$ cat config.mk
export PLATFORM = sky130hd
export DESIGN_NAME = ro_freq_counter_flat
export DESIGN_NICKNAME = d
export VERILOG_FILES = /design/src/rtl/ro_freq_counter_if.sv /design/src/rtl/ro_freq_counter.sv /design/src/flat_wrapper.sv
export SDC_FILE = /design/constraint.sdc
export NUM_CORES = 1
export LEC_CHECK = 0
export ABC_AREA = 0
export CORE_MARGIN = 2
export CORE_UTILIZATION = 50
export CTS_BUF_LIST = sky130_fd_sc_hd__clkbuf_4 sky130_fd_sc_hd__clkbuf_8
export DETAILED_ROUTE_END_ITERATION = 12
export DONT_BUFFER_PORTS = 1
export GPL_TIMING_DRIVEN = 0
export PLACE_DENSITY = 0.68
export RECOVER_POWER = 100
export SLEW_MARGIN = 20
export SYNTH_ARGS = -nofsm -noshare
export SYNTH_HDL_FRONTEND = slang
export SYNTH_SLANG_ARGS = --single-unit
export TNS_END_PERCENT = 50
$ cat constraint.sdc
create_clock -name wb_clk_i -period 2.7 [get_ports wb_clk_i]
set_input_delay 0.54 -clock wb_clk_i [delete_from_list [all_inputs] [get_ports wb_clk_i]]
set_output_delay 0.54 -clock wb_clk_i [all_outputs]
set_load 0.02 [all_outputs]
$ cat src/rtl/ro_freq_counter_if.sv
// rtl/ro_freq_counter_if.sv - Wishbone classic slave bundle for ro_freq_counter
interface ro_freq_counter_if;
  logic        wbs_cyc_i;
  logic        wbs_stb_i;
  logic        wbs_we_i;
  logic [31:0] wbs_adr_i;
  logic [31:0] wbs_dat_i;
  logic [3:0]  wbs_sel_i;
  logic        wbs_ack_o;
  logic [31:0] wbs_dat_o;

  modport master (
    output wbs_cyc_i, wbs_stb_i, wbs_we_i, wbs_adr_i, wbs_dat_i, wbs_sel_i,
    input  wbs_ack_o, wbs_dat_o
  );

  modport slave (
    input  wbs_cyc_i, wbs_stb_i, wbs_we_i, wbs_adr_i, wbs_dat_i, wbs_sel_i,
    output wbs_ack_o, wbs_dat_o
  );
endinterface

$ cat src/rtl/ro_freq_counter.sv
// rtl/ro_freq_counter.sv - ring-oscillator edge counter with Wishbone registers; optional irq via RO_FREQ_COUNTER_IRQ_EN
module ro_freq_counter #(
  parameter int          CNT_W         = 24,
  parameter int          GATE_W        = 24,
  parameter int          SETTLE_CYCLES = 16,
  parameter logic [31:0] BASE_ADDR     = 32'h3000_0000
) (
  input  logic               wb_clk_i,
  input  logic               wb_rst_i,
  ro_freq_counter_if.slave   wbs,
  input  logic               ro_in,
  output logic [4:0]         ro_s,
  output logic               ro_start,
  output logic [3:0]         ro_sel
`ifdef RO_FREQ_COUNTER_IRQ_EN
  ,
  output logic               irq
`endif
);

  localparam int SET_W = (SETTLE_CYCLES > 1) ? $clog2(SETTLE_CYCLES) : 1;
  localparam logic [SET_W-1:0] SETTLE_LOAD = SET_W'(SETTLE_CYCLES - 1);

  typedef enum logic [1:0] {
    IDLE    = 2'd0,
    SETTLE  = 2'd1,
    MEASURE = 2'd2,
    LATCH   = 2'd3
  } state_t;

  state_t             state_q, state_d;
  logic [2:0]         ro_sync;
  logic               rise;

  logic [4:0]         chain_q;
  logic [3:0]         msel_q;
  logic               cont_q;
  logic [GATE_W-1:0]  gate_reg_q;
  logic [CNT_W-1:0]   count_q;
  logic               done_q;
  logic               ovf_q;
`ifdef RO_FREQ_COUNTER_IRQ_EN
  logic               irqen_q;
`endif

  logic [SET_W-1:0]   settle_q;
  logic [GATE_W-1:0]  gate_q;
  logic [GATE_W-1:0]  gate_load;
  logic [CNT_W-1:0]   edge_q;
  logic [CNT_W-1:0]   edge_nx;
  logic               edge_sat;
  logic               ovf_set;

  logic               ld_settle, ld_gate, latch_en, cnt_en;

  logic               ack_q;
  logic [31:0]        dat_q;
  logic [31:0]        rdata;
  logic               adr_hit, req, wr;
  logic [1:0]         reg_idx;
  logic               ctrl_wr, gate_wr, status_wr;
  logic               go_wr, abort_wr;
  logic               busy;
  logic               unused_bits;

  assign unused_bits = ^{wbs.wbs_adr_i[1:0], wbs.wbs_dat_i};

  // Two-flop synchronizer plus a third stage for rising-edge detection
  always_ff @(posedge wb_clk_i) begin
    if (wb_rst_i) begin
      ro_sync <= '0;
    end else begin
      ro_sync <= {ro_sync[1:0], ro_in};
    end
  end

  assign rise = ro_sync[1] & ~ro_sync[2];

  // Bus decode: a new request is accepted only while ack is low
  assign adr_hit   = (wbs.wbs_adr_i[31:4] == BASE_ADDR[31:4]);
  assign req       = wbs.wbs_cyc_i & wbs.wbs_stb_i & ~ack_q & adr_hit;
  assign wr        = req & wbs.wbs_we_i & (wbs.wbs_sel_i == 4'hF);
  assign reg_idx   = wbs.wbs_adr_i[3:2];
  assign ctrl_wr   = wr & (reg_idx == 2'd0);
  assign gate_wr   = wr & (reg_idx == 2'd1);
  assign status_wr = wr & (reg_idx == 2'd3);
  assign abort_wr  = ctrl_wr & wbs.wbs_dat_i[11];
  assign go_wr     = ctrl_wr & wbs.wbs_dat_i[0] & ~wbs.wbs_dat_i[11];
  assign busy      = (state_q != IDLE);

  // A zero gate length still measures for one cycle
  assign gate_load = (gate_reg_q == '0) ? '0 : gate_reg_q - GATE_W'(1);

  // Saturating edge increment; an increment attempted at all-ones flags overflow
  assign edge_sat = &edge_q;
  assign edge_nx  = (cnt_en && rise && !edge_sat) ? edge_q + CNT_W'(1) : edge_q;
  assign ovf_set  = cnt_en & rise & edge_sat;

  // Register read multiplexer
  always_comb begin
    rdata = '0;
    case (reg_idx)
      2'd0: begin
        rdata[1]    = cont_q;
        rdata[6:2]  = chain_q;
        rdata[10:7] = msel_q;
`ifdef RO_FREQ_COUNTER_IRQ_EN
        rdata[12]   = irqen_q;
`endif
      end
      2'd1:    rdata = 32'(gate_reg_q);
      2'd2:    rdata = 32'(count_q);
      default: rdata = {27'd0, state_q, ovf_q, done_q, busy};
    endcase
  end

  // Registered single-cycle acknowledge with read data only during ack
  always_ff @(posedge wb_clk_i) begin
    if (wb_rst_i) begin
      ack_q <= 1'b0;
      dat_q <= '0;
    end else begin
      ack_q <= req;
      dat_q <= (req && !wbs.wbs_we_i) ? rdata : '0;
    end
  end

  assign wbs.wbs_ack_o = ack_q;
  assign wbs.wbs_dat_o = dat_q;

  // Measurement state register
  always_ff @(posedge wb_clk_i) begin
    if (wb_rst_i) begin
      state_q <= IDLE;
    end else begin
      state_q <= state_d;
    end
  end

  // Next state and counter control; ABORT overrides every other transition
  always_comb begin
    state_d   = state_q;
    ld_settle = 1'b0;
    ld_gate   = 1'b0;
    latch_en  = 1'b0;
    cnt_en    = 1'b0;
    case (state_q)
      IDLE: begin
        if (go_wr) begin
          state_d   = SETTLE;
          ld_settle = 1'b1;
        end
      end
      SETTLE: begin
        if (settle_q == '0) begin
          state_d = MEASURE;
          ld_gate = 1'b1;
        end
      end
      MEASURE: begin
        cnt_en = 1'b1;
        if (gate_q == '0) begin
          state_d  = LATCH;
          latch_en = 1'b1;
        end
      end
      LATCH: begin
        if (cont_q) begin
          state_d = MEASURE;
          ld_gate = 1'b1;
        end else begin
          state_d = IDLE;
        end
      end
    endcase
    if (abort_wr) begin
      state_d   = IDLE;
      ld_settle = 1'b0;
      ld_gate   = 1'b0;
      latch_en  = 1'b0;
      cnt_en    = 1'b0;
    end
  end

  // Settle, gate and edge counters
  always_ff @(posedge wb_clk_i) begin
    if (wb_rst_i) begin
      settle_q <= '0;
      gate_q   <= '0;
      edge_q   <= '0;
    end else begin
      if (ld_settle) begin
        settle_q <= SETTLE_LOAD;
      end else if (state_q == SETTLE && settle_q != '0) begin
        settle_q <= settle_q - SET_W'(1);
      end
      if (ld_gate) begin
        gate_q <= gate_load;
      end else if (state_q == MEASURE && gate_q != '0) begin
        gate_q <= gate_q - GATE_W'(1);
      end
      if (ld_gate) begin
        edge_q <= '0;
      end else if (cnt_en) begin
        edge_q <= edge_nx;
      end
    end
  end

  // Software registers; result captured with the final-cycle edge included, hardware sets beat W1C
  always_ff @(posedge wb_clk_i) begin
    if (wb_rst_i) begin
      chain_q    <= '0;
      msel_q     <= '0;
      cont_q     <= 1'b0;
      gate_reg_q <= '0;
      count_q    <= '0;
      done_q     <= 1'b0;
      ovf_q      <= 1'b0;
`ifdef RO_FREQ_COUNTER_IRQ_EN
      irqen_q    <= 1'b0;
`endif
    end else begin
      if (ctrl_wr && state_q == IDLE) begin
        chain_q <= wbs.wbs_dat_i[6:2];
        msel_q  <= wbs.wbs_dat_i[10:7];
      end
      if (abort_wr) begin
        cont_q <= 1'b0;
      end else if (ctrl_wr) begin
        cont_q <= wbs.wbs_dat_i[1];
      end
`ifdef RO_FREQ_COUNTER_IRQ_EN
      if (ctrl_wr) begin
        irqen_q <= wbs.wbs_dat_i[12];
      end
`endif
      if (gate_wr) begin
        gate_reg_q <= wbs.wbs_dat_i[GATE_W-1:0];
      end
      if (latch_en) begin
        count_q <= edge_nx;
      end
      if (latch_en) begin
        done_q <= 1'b1;
      end else if (status_wr && wbs.wbs_dat_i[1]) begin
        done_q <= 1'b0;
      end
      if (ovf_set) begin
        ovf_q <= 1'b1;
      end else if (status_wr && wbs.wbs_dat_i[2]) begin
        ovf_q <= 1'b0;
      end
    end
  end

`ifdef RO_FREQ_COUNTER_IRQ_EN
  // Interrupt is a registered copy of DONE gated by its enable
  always_ff @(posedge wb_clk_i) begin
    if (wb_rst_i) begin
      irq <= 1'b0;
    end else begin
      irq <= done_q & irqen_q;
    end
  end
`endif

  assign ro_s     = chain_q;
  assign ro_sel   = msel_q;
  assign ro_start = busy;

endmodule

$ cat src/flat_wrapper.sv
// flat-port wrapper written by rule: the top's interface ports become plain ports
module ro_freq_counter_flat 
#(
  parameter int          CNT_W         = 24,
  parameter int          GATE_W        = 24,
  parameter int          SETTLE_CYCLES = 16,
  parameter logic [31:0] BASE_ADDR     = 32'h3000_0000
)
  (wb_clk_i, wb_rst_i, ro_in, ro_s, ro_start, ro_sel, wbs_wbs_cyc_i, wbs_wbs_stb_i, wbs_wbs_we_i, wbs_wbs_adr_i, wbs_wbs_dat_i, wbs_wbs_sel_i, wbs_wbs_ack_o, wbs_wbs_dat_o);
  ro_freq_counter_if wbs_i ();
  input  logic wb_clk_i;
  input  logic wb_rst_i;
  input  logic ro_in;
  output logic [4:0] ro_s;
  output logic ro_start;
  output logic [3:0] ro_sel;
  input wire logic [$bits(wbs_i.wbs_cyc_i)-1:0] wbs_wbs_cyc_i;
  input wire logic [$bits(wbs_i.wbs_stb_i)-1:0] wbs_wbs_stb_i;
  input wire logic [$bits(wbs_i.wbs_we_i)-1:0] wbs_wbs_we_i;
  input wire logic [$bits(wbs_i.wbs_adr_i)-1:0] wbs_wbs_adr_i;
  input wire logic [$bits(wbs_i.wbs_dat_i)-1:0] wbs_wbs_dat_i;
  input wire logic [$bits(wbs_i.wbs_sel_i)-1:0] wbs_wbs_sel_i;
  output wire logic [$bits(wbs_i.wbs_ack_o)-1:0] wbs_wbs_ack_o;
  output wire logic [$bits(wbs_i.wbs_dat_o)-1:0] wbs_wbs_dat_o;
  assign wbs_i.wbs_cyc_i = wbs_wbs_cyc_i;
  assign wbs_i.wbs_stb_i = wbs_wbs_stb_i;
  assign wbs_i.wbs_we_i = wbs_wbs_we_i;
  assign wbs_i.wbs_adr_i = wbs_wbs_adr_i;
  assign wbs_i.wbs_dat_i = wbs_wbs_dat_i;
  assign wbs_i.wbs_sel_i = wbs_wbs_sel_i;
  assign wbs_wbs_ack_o = wbs_i.wbs_ack_o;
  assign wbs_wbs_dat_o = wbs_i.wbs_dat_o;
  ro_freq_counter #(.CNT_W(CNT_W), .GATE_W(GATE_W), .SETTLE_CYCLES(SETTLE_CYCLES), .BASE_ADDR(BASE_ADDR)) u_core (.wb_clk_i(wb_clk_i), .wb_rst_i(wb_rst_i), .wbs(wbs_i), .ro_in(ro_in), .ro_s(ro_s), .ro_start(ro_start), .ro_sel(ro_sel));
endmodule
==> out/qor.csv, run 1 <==
stage;metric;value;unit
power;peakVddDrop;0.2701;mV
timing;fin_skew;0.01261;ns
yosys;synth_area_per_cell;8.786;um2
setup_path;endpoint_kind;register;
setup_path;path_buf_inv;3;
place;placed_cell_area;6950;um2
clock_tree;cts_inserted_buffers;17;
hold_path;min-delay-start;wbs_wbs_dat_i[2];
clock_tree;clockBufferDepth;2;
setup_path;crit-reg2reg-launch;u_core.gate_reg_q[11];
finish;layout_common_cells;nor2_1 (145), dfxtp_1 (138), xnor2_1 (40);
yosys;yosysSeqAreaShare;42.40;%
setup_path;critPathMaxStageDelay;0.53;ns
clock_tree;root_buffer;clkbuf_8;
timing;fin_crit_sh;98.84;%
route;ant_nets;0;
outcome;status;finished clean;
timing;layout_min_cycle_time;2.669;ns
route;drt-total-wl;19240;um
global_routing;grt_util_all_layers;26.52;%
yosys;synth_seq_cells;142;
route;wl_per_cell;19.37;um
setup_path;path_class;reg2reg;
setup_path;rr_worst_depth;9;
timing;fmax;0.3747;GHz
setup_path;worstPathMaxFanout;10;
timing;hold_violations;0;
setup_path;worstPathRequired;3.05;ns
yosys;synth-edff-count;0;
global_routing;grt_pass1_vias;5735;
floorplanning;die_w;119.8;um
global_routing;grt_pass1_wl;29820;um
yosys;synth.distinct_cells;67;
timing;relSlewSlack;53.67;%
setup_path;r2r-end;u_core.gate_q[14];
setup_path;r2r_slack;0.03;ns
flow_run;maxCapViolCount;0;
global_routing;grt-ovfl-total;0;
yosys;synth_area;6704;um2
finish;final_cell_area;7677;um2
route;drtIter0Drc;603;
setup_path;crit_top_cell;buf_6;
clock_tree;path_clk_slew;0.08;ns
setup_path;cp-start-kind;register;
floorplanning;initial_core_util;50.83;%
floorplanning;core_area;13190;um2
setup_path;crit_path_top_delay_cell;or4_4;
power;power_density;510.7;nW/um2
timing;rsz0062_at_grt;true;
timing;tightest_slew;0.6887;ns
floorplanning;dieHeight;119.8;um
place;hpwl;14370;um
floorplanning;die_area;14350;um2
global_routing;grt_max_degree;17;
timing;maxSlewViolCount;0;
clock_tree;clkLatencyLatePin;0.46;ns
hold_path;hold_class;in2reg;
finish;final_common_cell;nor2_1;
yosys;synthArstFlopShare;0;%
hold_path;hold_path_depth;2;
yosys;yosysWarnings;0;
setup_path;worst_path_dominant_cell_family;simple AND/OR/NAND/NOR gates;
yosys;netlist_instances;763;
finish;syn2layout_area_growth;14.52;%
clock_tree;numClockSinks;142;
clock_tree;cts_tree;done;
global_routing;antenna_found_initial;1;
route;routed-via-count;6055;
finish;finish.net_count;886;
place;gp_congestion;0.9163;
route;drc;0;
setup_path;arrival;3.02;ns
place;portBuffers;0;
route;drt_pre_antenna_iters;7;
timing;timing.final.ws_setup;0.03143;ns
timing;finalSetupViolations;0;
timing;hold_slack;0.2286;ns
route;via_per_inst;6.098;
finish;final_layout_size_suffix_gt1_share;13.97;%
hold_path;hold_end;u_core.ro_s[0];
power;p_leak;2.783;nW
clock_tree;htree_levels;4;
clock_tree;cts_hold_buf;0;
floorplanning;fp-row-count;42;
setup_path;cp_cell_sequence;or4_4 -> or4_1 -> buf_6 -> nor4_4 -> or3_1 -> buf_6 -> buf_12 -> o32ai_1 -> a32o_1;
yosys;ys.flop_type;dfxtp_1;
place;dp_slack;-0.5590;ns
floorplanning;io_pins;117;
## cells in the mapped netlist (all sizes together), types with 5 or more instances
cell     instances  area [um2]
o32ai            6       52.55
nand3           18       90.09
a222oi          10       100.1
buf             22       148.9
nor3            36       190.2
nand4           11       68.82
mux2i           35       350.3
o2bb2ai          5       43.79
nand2           36       135.1
or4              9       75.07
and3             8       50.05
clkbuf          29       108.9
o21ai           10       53.80
or3             12       75.07
nor4            26       198.9
nor2           147       554.3
ha               9       112.6
xor2            10       87.58
dfxtp          142        2843
o41ai            5       43.79
inv             14       52.55
a21oi           16       83.83
nor2b            6       37.54
or2              5       31.28
a211oi          25       187.7
nand2b           7       43.79
a22oi           15       112.6
xnor2           40       350.3
## flip-flops by register name (all words and copies together) (netlist names)
register              flops
u_core.ro_s               5
u_core.wbs.wbs_dat_o     24
u_core.gate_reg_q        24
u_core.done_q             1
u_core.cont_q             1
u_core.settle_q           4
u_core.wbs.wbs_ack_o      1
u_core.count_q           24
u_core.ovf_q              1
u_core.edge_q            24
u_core.ro_sync            3
u_core.ro_sel             4
u_core.state_q            2
u_core.gate_q            24
## layer usage
layer,global-route usage [%],vias up,wire (um)
li1,-,2856,-
met1,31.97,2916,7854
met2,44.68,229,9533
met3,6.987,54,1200
met4,11.25,0,646
met5,0,-,0
## power breakdown
part / internal [mW] / total (mW) / switching, mW
registers: 2.09 / 2.09 / 0.000914
clock network: 0.885 / 1.73 / 0.842
logic: 0.0258 / 0.102 / 0.0757
total: 3.00 / 3.92 / 0.918
## kinds of logic after synthesis
| group | after synthesis | share of synthesized area [%] |
|---|---|---|
| AO/OA/AOI/OAI | 125 | 14.30 |
| multiplexers | 35 | 5.226 |
| XOR/XNOR | 50 | 6.532 |
| flip-flops | 142 | 42.40 |
| buffers and inverters | 65 | 4.629 |
| AND/OR/NAND/NOR | 336 | 25.18 |
| adder cells (fa/ha/maj) | 9 | 1.680 |
| other | 1 | 0.05594 |
## final cells by class
| class | count | area (um2) |
|---|---|---|
| fill | 1153 | 5513 |
| multi-input combinational | 563 | 3701 |
| sequential | 142 | 2853 |
| buffer | 50 | 305.3 |
| clock buffer | 20 | 269.0 |
| tap | 176 | 220.2 |
| timing repair buffer | 15 | 137.6 |
| clock inverter | 12 | 136.4 |
| inverter | 14 | 52.55 |
| antenna | 1 | 2.502 |
## worst max-delay path by stage
stage / startpoint / endpoint / slack [ns] / depth (start not counted)
2_1_floorplan: wbs_wbs_adr_i[13] / u_core.gate_reg_q[4] / 0.17 / 8
3_3_place_gp: wbs_wbs_adr_i[2] / u_core.count_q[15] / -0.56 / 10
3_5_place_dp: wbs_wbs_adr_i[2] / u_core.count_q[9] / -0.56 / 10
4_1_cts: u_core.wbs.wbs_ack_o / u_core.gate_q[2] / -0.005 / 8
5_1_grt: u_core.gate_q[0] / u_core.gate_q[20] / -0.05 / 10
6_report: u_core.gate_reg_q[11] / u_core.gate_q[14] / 0.03 / 9
## per-stage QoR
step	TNS (ns)	instances	power, mW	util (%)
finish	0	993	3.921	58.21
global route	-0.1047	993	4.037	58.21
CTS	-0.007750	979	3.938	56.21
detailed placement	-29.17	946	2.240	52.69
global placement	-24.36	946	2.238	52.69
floorplan	0	770	2.213	-
## worst reg2reg max path, cell delays in order, from the launching register on
cell     delay, ns
dfxtp_4       0.38
or4_4         0.53
or4_1         0.43
buf_6         0.15
nor4_4        0.31
or3_1         0.18
buf_6         0.13
buf_12        0.14
o32ai_1       0.09
a32o_1        0.22
## what timing repair did
| item | CTS | global route |
|---|---|---|
| buffers inserted | 1 | 14 |
| resized for setup | 17 | 45 |
| pin swaps | 5 | 11 |
| endpoints found under the setup margin | 81 | 83 |
No activity file was read; power rests on OpenSTA's default activity.
==> run 2: changes to the inputs <==
- PLACE_DENSITY: 0.68 -> 0.64
==> run 2 against run 1 <==
Against the previous run:
- utilization shrank 0.45 points
- maximum frequency shrank 0.62%
- sequential power is essentially flat
- worst setup slack lost 0.017 ns
- first-iteration DRC count shrank 7.5%
- wire length grew 0.60%
- worst hold slack lost 0.015 ns
- critical path type unchanged
- critical endpoint unchanged
==> out/qor.csv, run 2 (synthesis gave the netlist of run 1 again) <==
stage;metric;value;unit
floorplanning;fp-row-count;42;
route;via_per_inst;6.070;
finish;final_layout_size_suffix_gt1_share;13.57;%
global_routing;met2_usage;45.04;%
global_routing;grt_util_all_layers;27.61;%
setup_path;rr_worst_depth;9;
hold_path;hold_end;u_core.ro_sel[0];
hold_path;hold_path_depth;2;
timing;finalSetupViolations;0;
finish;layout_common_cells;nor2_1 (145), dfxtp_1 (140), xnor2_1 (40);
setup_path;startpoint;u_core.gate_reg_q[11];
floorplanning;dieHeight;119.8;um
place;gp_congestion;0.9211;
timing;fmax;0.3724;GHz
floorplanning;die_w;119.8;um
setup_path;worstPathMaxFanout;8;
finish;syn2layout_area_growth;13.64;%
power;p_leak;2.765;nW
flow_run;maxCapViolCount;0;
floorplanning;core_area;13190;um2
clock_tree;clkLatencyLatePin;0.47;ns
timing;hold_violations;0;
route;drtIter0Drc;558;
setup_path;r2r_slack;0.01;ns
setup_path;arrival;3.05;ns
power;peakVddDrop;0.3669;mV
route;drt_pre_antenna_iters;5;
setup_path;worstPathRequired;3.07;ns
global_routing;busiest_layer;met2;
route;ant_nets;0;
setup_path;endpoint_kind;register;
global_routing;gr-usage-met1;35.30;%
hold_path;hold_class;in2reg;
hold_path;min-delay-start;wbs_wbs_dat_i[7];
clock_tree;clockBufferDepth;2;
place;hpwl;14390;um
setup_path;r2r-end;u_core.gate_q[14];
global_routing;use_met3;6.416;%
global_routing;grt_pass1_vias;5768;
clock_tree;htree_levels;4;
route;wl_per_cell;19.45;um
finish;post-route-util;57.76;%
outcome;status;finished clean;
clock_tree;path_clk_slew;0.09;ns
finish;final_common_cell;nor2_1;
global_routing;grt_max_degree;17;
global_routing;grt_pass1_wl;30620;um
timing;layout_min_cycle_time;2.685;ns
timing;tightest_slew;0.7451;ns
global_routing;antenna_found_initial;1;
place;portBuffers;0;
timing;rsz0062_at_grt;true;
clock_tree;cts_hold_buf;0;
finish;finish.net_count;888;
route;routed-via-count;6040;
timing;maxSlewViolCount;0;
timing;relSlewSlack;50.32;%
floorplanning;die_area;14350;um2
clock_tree;root_buffer;clkbuf_8;
clock_tree;cts_tree;done;
setup_path;crit-reg2reg-launch;u_core.gate_reg_q[11];
route;drc;0;
timing;fin_skew;0.01374;ns
global_routing;grt-ovfl-total;0;
timing;hold_slack;0.2136;ns
clock_tree;cts_inserted_buffers;17;
setup_path;cp-start-kind;register;
timing;fin_crit_sh;99.45;%
floorplanning;io_pins;117;
power;power_density;516.0;nW/um2
setup_path;path_class;reg2reg;
clock_tree;numClockSinks;142;
floorplanning;initial_core_util;50.83;%
route;drt-total-wl;19350;um
==> run 2: layout make-up <==
type | count | area, um2
repair buffers | 17 | 122.6
clock buffers | 18 | 241.5
inverters | 14 | 52.55
plain buffers | 50 | 291.5
fillers | 1244 | 5572
diodes | 1 | 2.502
flip-flops and latches | 142 | 2848
multi-input cells | 563 | 3682
well taps | 176 | 220.2
clock inverters | 14 | 157.7
==> run 2: layer usage <==
metal / wire [um] / part of all wire (%)
met1: 8222 / 42
met2: 9467 / 49
met3: 1163 / 6.0
met4: 497 / 2.6
met5: 0 / 0
==> run 2: critical path: stages, from the launching register on <==
cell     delay, ns
dfxtp_4       0.38
or4_4         0.55
or4_4         0.43
buf_6         0.15
nor4_4        0.31
or3_1         0.18
buf_6         0.13
buf_12        0.13
o32ai_1       0.09
a32o_1        0.22
==> run 2: worst max-delay path by stage <==
stage,depth (start not counted),slack (ns),end
after CTS,8,0.002,u_core.count_q[15]
after global routing,9,-0.07,u_core.gate_q[16]
after floorplan,8,0.17,u_core.gate_reg_q[4]
after detailed placement,10,-0.65,u_core.count_q[15]
after global placement,10,-0.61,u_core.count_q[15]
final,9,0.01,u_core.gate_q[14]
==> run 2: per-stage QoR <==
stage / power [mW] / std cells / setup slack (ns) / TNS, ns / area, um2
final: 3.931 / 995 / 0.01488 / 0 / 7619
after global routing: 4.064 / 995 / -0.06780 / -1.555 / 7619
after CTS: 3.950 / 982 / 0.001958 / 0 / 7463
after detailed placement: 2.242 / 946 / -0.6463 / -34.45 / 6950
after global placement: 2.241 / 946 / -0.6128 / -30.57 / 6950
after floorplan: 2.213 / 770 / 0.1656 / 0 / 6730
==> run 2: repair_timing <==
action                                  CTS  global route
pin swaps                                 4             8
buffers inserted                          5            12
endpoints found under the setup margin   94            88
resized for setup                        22            33
==> run 2: where the power goes <==
group / internal, mW / switching [mW] / total [mW]
sequential: 2.09 / 0.000803 / 2.09
combinational: 0.0251 / 0.0757 / 0.101
clock: 0.845 / 0.892 / 1.74
total: 2.96 / 0.968 / 3.93
